<file path="config.mk">
export PLATFORM = sky130hd
export DESIGN_NAME = fetch_sequencer
export DESIGN_NICKNAME = d
export VERILOG_FILES = /design/src/rtl/fetch_sequencer_pkg.sv /design/src/rtl/fetch_wait_counter.sv /design/src/rtl/fetch_sequencer.sv
export SDC_FILE = /design/constraint.sdc
export NUM_CORES = 1
export LEC_CHECK = 0
export CORE_MARGIN = 4
export CORE_UTILIZATION = 50
export CTS_BUF_LIST = sky130_fd_sc_hd__clkbuf_2
export DETAILED_ROUTE_END_ITERATION = 8
export GPL_TIMING_DRIVEN = 1
export MAX_ROUTING_LAYER = met4
export PLACE_DENSITY = 0.82
export SYNTH_ARGS = -nofsm -noshare
export SYNTH_HDL_FRONTEND = slang
export SYNTH_SLANG_ARGS = --single-unit
</file>
<file path="constraint.sdc">
create_clock -name Clk -period 6.01 [get_ports Clk]
set_input_delay 1.202 -clock Clk [delete_from_list [all_inputs] [get_ports Clk]]
set_output_delay 1.202 -clock Clk [all_outputs]
set_load 0.03 [all_outputs]
</file>
<file path="src/rtl/fetch_sequencer_pkg.sv">
// Shared encodings and constants for the instruction fetch sequencer.
// Imported by the top and by the wait-counter sub-module.
package fetch_sequencer_pkg;

   typedef enum logic [1:0] {
      BOOT   = 2'd0,
      WAIT   = 2'd1,
      FETCH  = 2'd2,
      HALTED = 2'd3
   } fetch_state_e;

   localparam int unsigned PC_INC = 32'd4;

   // Redirect targets are word aligned; slice to PC_WIDTH at the point of use.
   localparam logic [63:0] ALIGN_MASK = ~64'h0000_0000_0000_0003;

   localparam int unsigned WAIT_CNT_WIDTH = 32'd4;

endpackage

</file>
<file path="src/rtl/fetch_wait_counter.sv">
// Loadable down-counter pacing instruction-memory wait states.
// done is high while the count sits at 1, i.e. the last wait cycle.
module fetch_wait_counter
   import fetch_sequencer_pkg::*;
(
   input  logic                      clk,
   input  logic                      rst_n,
   input  logic                      load,
   input  logic [WAIT_CNT_WIDTH-1:0] load_value,
   input  logic                      dec,
   output logic                      done
);

   logic [WAIT_CNT_WIDTH-1:0] count_r;

   // Load takes priority over decrement; the count never underflows.
   always_ff @(posedge clk or negedge rst_n) begin
      if (!rst_n) begin
         count_r <= {WAIT_CNT_WIDTH{1'b0}};
      end else if (load) begin
         count_r <= load_value;
      end else if (dec && (count_r != {WAIT_CNT_WIDTH{1'b0}})) begin
         count_r <= count_r - {{(WAIT_CNT_WIDTH-1){1'b0}}, 1'b1};
      end else begin
         count_r <= count_r;
      end
   end

   assign done = (count_r == {{(WAIT_CNT_WIDTH-1){1'b0}}, 1'b1});

endmodule

</file>
<file path="src/rtl/fetch_sequencer.sv">
// Fetch sequencer: owns the PC, paces fetches to the instruction-memory
// latency and drives the IF/ID write and flush controls.
module fetch_sequencer
   import fetch_sequencer_pkg::*;
#(
   parameter int                  PC_WIDTH  = 32,
   parameter logic [PC_WIDTH-1:0] RESET_PC  = {PC_WIDTH{1'b0}},
   parameter int                  IMEM_WAIT = 0,
   parameter int                  CNT_WIDTH = 16
) (
   input  logic                 Clk,
   input  logic                 Reset,
   input  logic                 Stall,
   input  logic                 Redirect,
   input  logic [PC_WIDTH-1:0]  RedirectPC,
   input  logic                 Halt,
   output logic [PC_WIDTH-1:0]  PCResult,
   output logic                 FetchValid,
   output logic                 IFIDWrite,
   output logic                 IFIDFlush,
   output logic                 Halted,
   output logic [CNT_WIDTH-1:0] FetchCount
);

   localparam bit                        USE_WAIT  = (IMEM_WAIT > 0);
   localparam logic [WAIT_CNT_WIDTH-1:0] WAIT_INIT = WAIT_CNT_WIDTH'(IMEM_WAIT);
   localparam fetch_state_e              AFTER_FETCH = USE_WAIT ? WAIT : FETCH;

   fetch_state_e          state_r;
   logic [PC_WIDTH-1:0]   pc_r;
   logic                  fetch_valid_r;
   logic                  halted_r;
   logic [CNT_WIDTH-1:0]  fetch_count_r;

   logic [PC_WIDTH-1:0]   pc_step_s;
   logic [PC_WIDTH-1:0]   redirect_pc_s;
   logic                  wait_load_s;
   logic                  wait_dec_s;
   logic                  wait_done_s;
   logic                  ifid_write_s;

   // Never enters WAIT when IMEM_WAIT is 0, so the counter is then inert.
   fetch_wait_counter u_wait (
      .clk        (Clk),
      .rst_n      (Reset),
      .load       (wait_load_s),
      .load_value (WAIT_INIT),
      .dec        (wait_dec_s),
      .done       (wait_done_s)
   );

   // Next-PC candidates and wait-counter controls.
   always_comb begin
      pc_step_s     = pc_r + PC_WIDTH'(PC_INC);
      redirect_pc_s = RedirectPC & ALIGN_MASK[PC_WIDTH-1:0];
      wait_load_s   = 1'b0;
      wait_dec_s    = 1'b0;
      case (state_r)
         BOOT:  wait_load_s = 1'b1;
         WAIT: begin
            if (Redirect) begin
               wait_load_s = 1'b1;
            end else begin
               wait_dec_s = 1'b1;
            end
         end
         FETCH: begin
            if (Redirect || (!Stall && !Halt)) begin
               wait_load_s = 1'b1;
            end else begin
               wait_load_s = 1'b0;
            end
         end
         default: wait_load_s = 1'b0;
      endcase
   end

   // Sequencer FSM with registered PC, FetchValid and Halted.
   always_ff @(posedge Clk or negedge Reset) begin
      if (!Reset) begin
         state_r       <= BOOT;
         pc_r          <= RESET_PC;
         fetch_valid_r <= 1'b0;
         halted_r      <= 1'b0;
      end else begin
         case (state_r)
            BOOT: begin
               state_r       <= AFTER_FETCH;
               fetch_valid_r <= !USE_WAIT;
            end
            WAIT: begin
               if (Redirect) begin
                  pc_r <= redirect_pc_s;
               end else if (wait_done_s) begin
                  state_r       <= FETCH;
                  fetch_valid_r <= 1'b1;
               end else begin
                  state_r <= WAIT;
               end
            end
            FETCH: begin
               if (Redirect) begin
                  pc_r          <= redirect_pc_s;
                  state_r       <= AFTER_FETCH;
                  fetch_valid_r <= !USE_WAIT;
               end else if (Stall) begin
                  state_r <= FETCH;
               end else if (Halt) begin
                  state_r       <= HALTED;
                  fetch_valid_r <= 1'b0;
                  halted_r      <= 1'b1;
               end else begin
                  pc_r          <= pc_step_s;
                  state_r       <= AFTER_FETCH;
                  fetch_valid_r <= !USE_WAIT;
               end
            end
            HALTED: state_r <= HALTED;
            default: begin
               state_r       <= BOOT;
               fetch_valid_r <= 1'b0;
               halted_r      <= 1'b0;
            end
         endcase
      end
   end

   assign ifid_write_s = fetch_valid_r & ~Stall & ~Redirect;

   // Saturating count of fetches accepted by IF/ID.
   always_ff @(posedge Clk or negedge Reset) begin
      if (!Reset) begin
         fetch_count_r <= {CNT_WIDTH{1'b0}};
      end else if (ifid_write_s && (fetch_count_r != {CNT_WIDTH{1'b1}})) begin
         fetch_count_r <= fetch_count_r + {{(CNT_WIDTH-1){1'b0}}, 1'b1};
      end else begin
         fetch_count_r <= fetch_count_r;
      end
   end

   assign PCResult   = pc_r;
   assign FetchValid = fetch_valid_r;
   assign IFIDWrite  = ifid_write_s;
   assign IFIDFlush  = Redirect & ((state_r == FETCH) || (state_r == WAIT));
   assign Halted     = halted_r;
   assign FetchCount = fetch_count_r;

endmodule

</file>
==> impl_metrics.py, run 1 <==
metrics = {
    "status": {
        "status": "finished, final reports clean",
    },
    "yosys": {
        "synth.distinct_cells": 55,
        "synth_edf_count": 0,
        "synth_area_leader_cell": "dfrtp_1",
        "synth.avg_cell_area_um2": 8.77,
        "synth_area_um2": 3430,
        "synthTopCellsByArea": "dfrtp_1 39%, nand3_1 4.4%, a21oi_1 4.2%, ha_1 3.3%, nand2_1 3.3%",
        "synthFlopType": "dfrtp_1",
        "synthArstFlopShare": 1.00,
        "yosysMostFrequentCell": "dfrtp_1",
        "seq_area_frac_synth": 0.394,
        "ys_top_cells_by_count": "54 x dfrtp_1, 30 x nand2_1, 30 x nand3_1",
        "ys_ff_latch": 54,
        "yosys_warnings": 0,
        "synth_top_area_frac": 0.394,
        "synth_cells": 391,
    },
    "cts": {
        "clkLatencyLatePin_ps": 430,
        "h-tree-depth": 2,
        "post_cts_resized": 0,
        "clkTransAtPathRegs_ps": 250,
        "post-cts-setup-buffer-count": 0,
        "tritoncts": "built",
        "clock_path_buffers": 2,
        "clock_sinks": 54,
        "postCtsHoldBufs": 0,
        "cts_root_buf": "clkbuf_2",
        "cts_buffers": 5,
    },
    "detailed_routing": {
        "detail-route-antenna-nets": 0,
        "via_per_inst": 6.28,
        "detail_route.first_pass.iterations": 5,
        "wl_um": 9050,
        "routedWlPerCell_um": 16.9,
        "vias": 3360,
        "drtIter0Drc": 225,
        "drc": 0,
    },
    "floorplan": {
        "initial_core_util": 0.528,
        "die_w_um": 90.8,
        "die_h_um": 90.8,
        "design.die.area_um2": 8250,
        "row_count": 29,
        "ios": 89,
        "core_um2": 6490,
    },
    "min_path": {
        "holdCritPathClass": "flip-flop to flip-flop",
    },
    "global_routing": {
        "grt_max_degree": 55,
        "grt_pass1_wl_um": 15300,
        "track_usage": 0.227,
        "grt_pass1_vias": 3189,
        "antenna_found_initial": 0,
        "grt-ovfl-total": 0,
    },
    "sta": {
        "maxSlewHeadroom": 0.249,
        "finalSetupTns_ps": 0,
        "drv_slew": 0,
        "period_needed_ps": 4420,
        "setup_violations": 0,
        "hold_viol_final": 0,
        "holdWs_ps": 511,
        "clock.fmax_mhz": 226,
        "worstMarginPinSlew_ps": 1130,
        "finalCritPeriodShare": 0.736,
        "skew_ps": 21.4,
        "rsz0062_at_grt": "false",
    },
    "power_and_ir_drop": {
        "power_density_nw_per_um2": 463,
        "irDropWorstVdd_mv": 0.278,
        "p_leak_uw": 0.00168,
        "power_uw": 1990,
    },
    "cells_and_area": {
        "fin_cells": 535,
        "area.growth.synth_to_final_pct": 25.5,
        "final_nets": 503,
        "drive_gt1_frac": 0.0459,
        "fin_util": 0.663,
        "n_antenna_cell": 0,
    },
    "setup_path": {
        "crit_buf_inv": 2,
        "required_ps": 4810,
        "worst_ep_arrival_time_ps": 3220,
        "rrSetupSlack_ps": 3210,
        "startpoint": "Redirect",
        "cp-endpoint": "IFIDWrite",
        "slowest_stage": "clkdlybuf4s50_1",
        "worstSetupEndpointType": "primary output",
        "timing_worst_setup_path_type": "primary input to primary output",
        "crit_chain": "clkdlybuf4s50_1, nor3b_2, clkdlybuf4s50_1",
        "r2r-end": "PCResult[22]$_DFFE_PN0P_",
        "worstRegToRegCells": 6,
        "path_common_cell": "clkdlybuf4s50_1",
        "start_kind": "primary input",
        "slowest_delay_ps": 780,
        "cp.depth": 3,
        "timing.rr.start": "state_r[1]$_DFFE_PN0N_",
        "worstPathMaxFanout": 19,
        "path_delay_family": "buffers and inverters",
    },
    "placed_design": {
        "port_buffers": 84,
        "place_hpwl_um": 6410,
        "gp_congestion": 0.855,
        "dp.cells": 527,
    },
    "job": {
        "maxCapViolCount": 0,
    },
}
-- per-stage QoR --
stage / setup WS [ps] / area [µm²]
floorplan: 2770 / 3430
global placement: 1630 / 4270
detailed placement: 1610 / 4270
CTS: 1610 / 4300
global route: 1450 / 4300
finish: 1590 / 4300
-- kinds of logic (layout without fill, tap and decap cells) --
family,after synthesis,after routing,synth area share
AND/OR/NAND/NOR,158,158,0.259
AO/OA/AOI/OAI,106,106,0.205
flip-flops,54,54,0.394
buffers and inverters,42,108,0.0503
XOR/XNOR,14,14,0.0357
adder cells (fa/ha/maj),9,9,0.0328
multiplexers,7,7,0.0222
other,1,2,0.00109
-- state kept, by name, indices dropped and copies added (netlist names) --
name and cells:
state_r 2, PCResult 30, FetchValid 1, Halted 1, FetchCount 16, u_wait.count_r 4
-- metal layers --
layer  vias to the layer above  GRT usage  routed length (µm)
met5                         -          -                   0
met4                         0     0.0452                 113
met3                        13     0.0425                 609
met2                       140      0.355                4360
met1                      1594      0.311                3970
li1                       1613          -                   -
-- placed cells by master, fill, tap and decap left out, types with 7 or more instances in the layout --
cell,Yosys,final
o21ai_0,19,18
o22ai_1,9,9
ha_1,9,9
xnor2_1,8,8
inv_1,13,13
nor2_1,16,16
a2bb2oi_1,7,7
nor4_1,9,9
a211oi_1,11,11
clkdlybuf4s50_1,0,83
a21oi_1,29,29
dfrtp_1,54,54
o211ai_1,7,7
and4_1,10,10
nand4_1,18,18
nand2_1,30,30
nand3_1,30,30
nor3_1,9,9
-- worst min-delay path by stage --
stage,startpoint,to,slack [ps],depth (start not counted)
6_report,Halted$_DFFE_PN0P_,Halted$_DFFE_PN0P_,510,1
3_3_place_gp,Halted$_DFFE_PN0P_,Halted$_DFFE_PN0P_,460,1
3_5_place_dp,Halted$_DFFE_PN0P_,Halted$_DFFE_PN0P_,460,1
4_1_cts,Halted$_DFFE_PN0P_,Halted$_DFFE_PN0P_,510,1
5_1_grt,Halted$_DFFE_PN0P_,Halted$_DFFE_PN0P_,530,1
2_1_floorplan,u_wait.count_r[3]$_DFFE_PN0P_,u_wait.count_r[3]$_DFFE_PN0P_,530,2
-- report_power, final --
part           leakage [µW]  switching [µW]  total (µW)  internal (µW)
clock network     0.0000255             113         138           24.9
logic              0.000996             671        1140            471
registers          0.000654             221         714            493
-- final cells by class --
cell class | count | area [µm²]
fill | 586 | 2190
multi-input combinational | 296 | 1910
sequential | 54 | 1350
timing repair buffer | 87 | 858
tap | 77 | 96.3
inverter | 13 | 48.8
clock buffer | 5 | 25.0
clock inverter | 3 | 11.3
Power figures use the tool's default switching activity.
==> run 2, diff against run 1 <==
==> constraint.sdc (replaced) <==
create_clock -name Clk -period 4.1 [get_ports Clk]
set_input_delay 0.82 -clock Clk [delete_from_list [all_inputs] [get_ports Clk]]
set_output_delay 0.82 -clock Clk [all_outputs]
set_load 0.03 [all_outputs]
==> impl_metrics.py, run 2 (synthesis gave the netlist of run 1 again) <==
metrics = {
    "floorplan": {
        "die_w_um": 90.8,
        "row_count": 29,
        "initial_core_util": 0.528,
        "core_um2": 6490,
        "die_h_um": 90.8,
        "design.die.area_um2": 8250,
        "ios": 89,
    },
    "global_routing": {
        "grt-ovfl-total": 0,
        "grt_pass1_wl_um": 15600,
        "grt_pass1_vias": 3219,
        "antenna_found_initial": 0,
        "track_usage": 0.235,
        "grt_max_degree": 49,
    },
    "sta": {
        "hold_viol_final": 0,
        "setup_violations": 0,
        "finalCritPeriodShare": 0.839,
        "maxSlewHeadroom": 0.264,
        "worstMarginPinSlew_ps": 1090,
        "period_needed_ps": 3440,
        "rsz0062_at_grt": "false",
        "skew_ps": 15.6,
        "drv_slew": 0,
        "clock.fmax_mhz": 291,
        "finalSetupTns_ps": 0,
        "setup_ws_ps": 661,
    },
    "setup_path": {
        "startpoint": "Stall",
        "timing_worst_setup_path_type": "primary input to primary output",
        "crit_chain": "clkdlybuf4s50_1, nor3b_2, clkdlybuf4s50_1",
        "timing.rr.start": "state_r[1]$_DFFE_PN0N_",
        "required_ps": 3280,
        "worst_ep_arrival_time_ps": 2620,
        "worstPathMaxFanout": 8,
        "worstSetupEndpointType": "primary output",
        "start_kind": "primary input",
        "slowest_stage": "clkdlybuf4s50_1",
        "slowest_delay_ps": 770,
        "path_common_cell": "clkdlybuf4s50_1",
    },
    "detailed_routing": {
        "vias": 3408,
        "drc": 0,
        "via_per_inst": 6.33,
        "drtIter0Drc": 207,
        "wl_um": 9410,
        "routedWlPerCell_um": 17.5,
        "detail-route-antenna-nets": 0,
        "detail_route.first_pass.iterations": 5,
    },
    "cells_and_area": {
        "fin_util": 0.668,
        "final_area_um2": 4340,
        "area.growth.synth_to_final_pct": 26.4,
        "final_cell_mix": "83 x clkdlybuf4s50_1, 54 x dfrtp_1, 30 x nand3_1, 30 x nand2_1, 29 x a21oi_1",
        "drive_gt1_frac": 0.0586,
        "layout_commonest_cell": "clkdlybuf4s50_1",
        "final_nets": 506,
        "largest_reg_flops": 30,
        "n_antenna_cell": 0,
    },
    "cts": {
        "clock_sinks": 54,
        "tritoncts": "built",
        "clkTransAtPathRegs_ps": 280,
        "clkLatencyLatePin_ps": 450,
        "post_cts_resized": 0,
        "clock_path_buffers": 2,
        "cts_buffers": 5,
        "cts_root_buf": "clkbuf_2",
        "post-cts-setup-buffer-count": 0,
        "postCtsHoldBufs": 0,
        "h-tree-depth": 2,
    },
    "placed_design": {
        "place_hpwl_um": 6790,
        "place_area_um2": 4290,
        "gp_congestion": 0.908,
        "pre_cts_slack_ps": 684,
        "port_buffers": 84,
    },
    "power_and_ir_drop": {
        "irDropWorstVdd_mv": 0.421,
        "power_density_nw_per_um2": 685,
        "p_leak_uw": 0.00169,
    },
    "job": {
        "maxCapViolCount": 0,
    },
    "min_path": {
        "holdCritPathClass": "primary input to async pin",
    },
    "status": {
        "status": "finished, final reports clean",
    },
}
## run 2: where the power goes
group	total, µW	switching [µW]	internal (µW)
Sequential	1050	330	723
Combinational	1700	997	700
Clock	220	178	42.1
## run 2: critical path, delay by kind of cell
kind / cells / cell delay [ps]
buf+inv: 2 / 1290
simple gates: 1 / 500
## run 2: final cells by class
| cell class | instances | area (µm²) |
|---|---|---|
| Tap cell | 77 | 96.3 |
| Inverter | 13 | 48.8 |
| Timing Repair Buffer | 90 | 881 |
| Clock buffer | 5 | 25.0 |
| Multi-Input combinational cell | 296 | 1910 |
| Clock inverter | 3 | 21.3 |
| Fill cell | 538 | 2160 |
| Sequential cell | 54 | 1350 |
## run 2: metrics by stage
step                      power (µW)  hold WS (ps)  cells
after floorplan                 2090           524    392
after global placement          2690           460    530
after detailed placement        2740           459    530
after CTS                       2970           515    538
after global routing            3190           536    538
final                           2970           513    538
## run 2: worst paths after layout
check	to	slack (ps)	depth (start not counted)
max in group asynchronous	FetchCount[6]$_DFFE_PN0P_	2870	2
min	PCResult[27]$_DFFE_PN0P_	510	1
max reg2reg	PCResult[22]$_DFFE_PN0P_	1370	7
min in group Clk	Halted$_DFFE_PN0P_	510	1
min reg2reg	Halted$_DFFE_PN0P_	510	1
max	IFIDWrite	660	3
## run 2: routing by layer
layer,routed length [µm],global-route usage
met1,4000,0.302
met2,4630,0.383
met3,701,0.0483
met4,77,0.0540
met5,0,-
==> run 3, diff against run 2 <==
--- a/config.mk
+++ b/config.mk
@@ -6,12 +6,12 @@
 export NUM_CORES = 1
 export LEC_CHECK = 0
 export CORE_MARGIN = 4
-export CORE_UTILIZATION = 50
+export CORE_UTILIZATION = 46
 export CTS_BUF_LIST = sky130_fd_sc_hd__clkbuf_2
 export DETAILED_ROUTE_END_ITERATION = 8
 export GPL_TIMING_DRIVEN = 1
 export MAX_ROUTING_LAYER = met4
-export PLACE_DENSITY = 0.82
+export PLACE_DENSITY = 0.79
 export SYNTH_ARGS = -nofsm -noshare
 export SYNTH_HDL_FRONTEND = slang
 export SYNTH_SLANG_ARGS = --single-unit
==> constraint.sdc (replaced) <==
create_clock -name Clk -period 3.1 [get_ports Clk]
set_input_delay 0.62 -clock Clk [delete_from_list [all_inputs] [get_ports Clk]]
set_output_delay 0.62 -clock Clk [all_outputs]
set_load 0.03 [all_outputs]
==> impl_metrics.py, run 3 (synthesis gave the netlist of run 1 again) <==
metrics = {
    "global_routing": {
        "grt_max_degree": 29,
        "grt_pass1_wl_um": 16000,
        "grt_pass1_vias": 3342,
        "antenna_found_initial": 0,
        "grt-ovfl-total": 0,
        "track_usage": 0.228,
    },
    "cells_and_area": {
        "final_cell_mix": "82 x clkdlybuf4s50_1, 54 x dfrtp_1, 30 x nand3_1, 30 x nand2_1, 29 x a21oi_1",
        "final_nets": 510,
        "fin_cells": 564,
        "largest_reg_flops": 30,
        "area.growth.synth_to_final_pct": 29.0,
        "drive_gt1_frac": 0.0688,
        "layout_commonest_cell": "clkdlybuf4s50_1",
        "n_antenna_cell": 0,
    },
    "cts": {
        "post-cts-setup-buffer-count": 0,
        "postCtsHoldBufs": 0,
        "post_cts_resized": 0,
        "cts_buffers": 5,
        "clkTransAtPathRegs_ps": 280,
        "clkLatencyLatePin_ps": 460,
        "cts_root_buf": "clkbuf_2",
        "clock_path_buffers": 2,
        "h-tree-depth": 2,
        "clock_sinks": 54,
        "tritoncts": "built",
    },
    "sta": {
        "finalSetupTns_ps": 0,
        "drv_slew": 0,
        "finalCritPeriodShare": 0.869,
        "maxSlewHeadroom": 0.513,
        "period_needed_ps": 2690,
        "rsz0062_at_grt": "false",
        "worstMarginPinSlew_ps": 724,
        "skew_ps": 12.5,
        "setup_violations": 0,
        "clock.fmax_mhz": 371,
        "hold_viol_final": 0,
    },
    "setup_path": {
        "worstPathMaxFanout": 5,
        "required_ps": 2480,
        "timing_worst_setup_path_type": "flip-flop to primary output",
        "worst_ep_arrival_time_ps": 2070,
        "start_kind": "flip-flop",
        "worstSetupEndpointType": "primary output",
    },
    "detailed_routing": {
        "via_per_inst": 6.21,
        "vias": 3500,
        "drc": 0,
        "detail-route-antenna-nets": 0,
        "detail_route.first_pass.iterations": 5,
        "wl_met1_um": 4210,
        "routed.top_layer": "met4",
        "routedWlPerCell_um": 17.1,
        "wl_um": 9630,
        "wl_met2_um": 4740,
        "met3WireLength_um": 507,
        "drtIter0Drc": 244,
    },
    "min_path": {
        "holdCritPathClass": "primary input to async pin",
    },
    "floorplan": {
        "die_w_um": 94.4,
        "design.die.area_um2": 8900,
        "initial_core_util": 0.473,
        "row_count": 31,
        "die_h_um": 94.4,
        "ios": 89,
        "core_um2": 7250,
    },
    "status": {
        "status": "finished, final reports clean",
    },
    "placed_design": {
        "dp.cells": 556,
        "place_hpwl_um": 7100,
        "gp_congestion": 0.888,
        "port_buffers": 84,
    },
    "power_and_ir_drop": {
        "irDropWorstVdd_mv": 0.496,
        "p_leak_uw": 0.00173,
        "power_density_nw_per_um2": 911,
    },
    "job": {
        "maxCapViolCount": 0,
    },
}
## run 3: cell types whose count changed in the layout (fill, tap and decap cells not counted)
cell / previous run / this run
clkinv_2: 1 / 0
clkdlybuf4s50_1: 83 / 82
clkinv_4: 1 / 0
buf_12: 0 / 1
buf_4: 6 / 10
clkbuf_2: 5 / 6
bufinv_16: 0 / 1
## run 3: path summary, 6_finish.rpt
check / start / slack (ps) / cells after the start / to
hold reg to reg: FetchCount[7]$_DFFE_PN0P_ / 510 / 1 / FetchCount[7]$_DFFE_PN0P_
min in group Clk: FetchCount[7]$_DFFE_PN0P_ / 510 / 1 / FetchCount[7]$_DFFE_PN0P_
setup / recovery: state_r[0]$_DFFE_PN0N_ / 410 / 4 / IFIDFlush
hold / removal: Reset / 140 / 1 / PCResult[4]$_DFFE_PN0P_
setup reg to reg: state_r[0]$_DFFE_PN0N_ / 730 / 6 / PCResult[20]$_DFFE_PN0P_
max in group asynchronous: Reset / 2390 / 2 / PCResult[16]$_DFFE_PN0P_
## run 3: final cells by class
class                   instances  area, µm²
flip-flops and latches         54       1350
clock inverters                 2       37.5
repair buffers                 94        921
inverters                      13       48.8
clock buffers                   6       30.0
well taps                      99        124
multi-input cells             296       1910
fillers                       653       2830
## run 3: through the flow
stage	total power, µW	setup slack (ps)	hold slack [ps]	util	instance area, µm²
6_report	4030	405	139	0.610	4430
5_1_grt	4300	330	133	0.610	4430
4_1_cts	4030	382	139	0.610	4430
3_5_place_dp	3660	448	458	0.601	4360
3_3_place_gp	3590	477	454	0.601	4360
2_1_floorplan	2770	711	324	-	3430
## run 3: critical path, stage by stage, from the launching register on
cell	delay [ps]
dfrtp_1	490
inv_1	90
ha_1	270
and2_1	110
clkdlybuf4s50_1	660
## run 3: power by group
part / switching (µW) / internal (µW) / leakage [µW]
combinational: 1340 / 943 / 0.00104
sequential: 428 / 956 / 0.000654
clock: 232 / 139 / 0.0000392
## run 3: layer usage
layer / up-vias / GRT usage
li1: 1636 / -
met1: 1714 / 0.293
met2: 135 / 0.369
met3: 15 / 0.0367
met4: 0 / 0.0734
met5: - / -
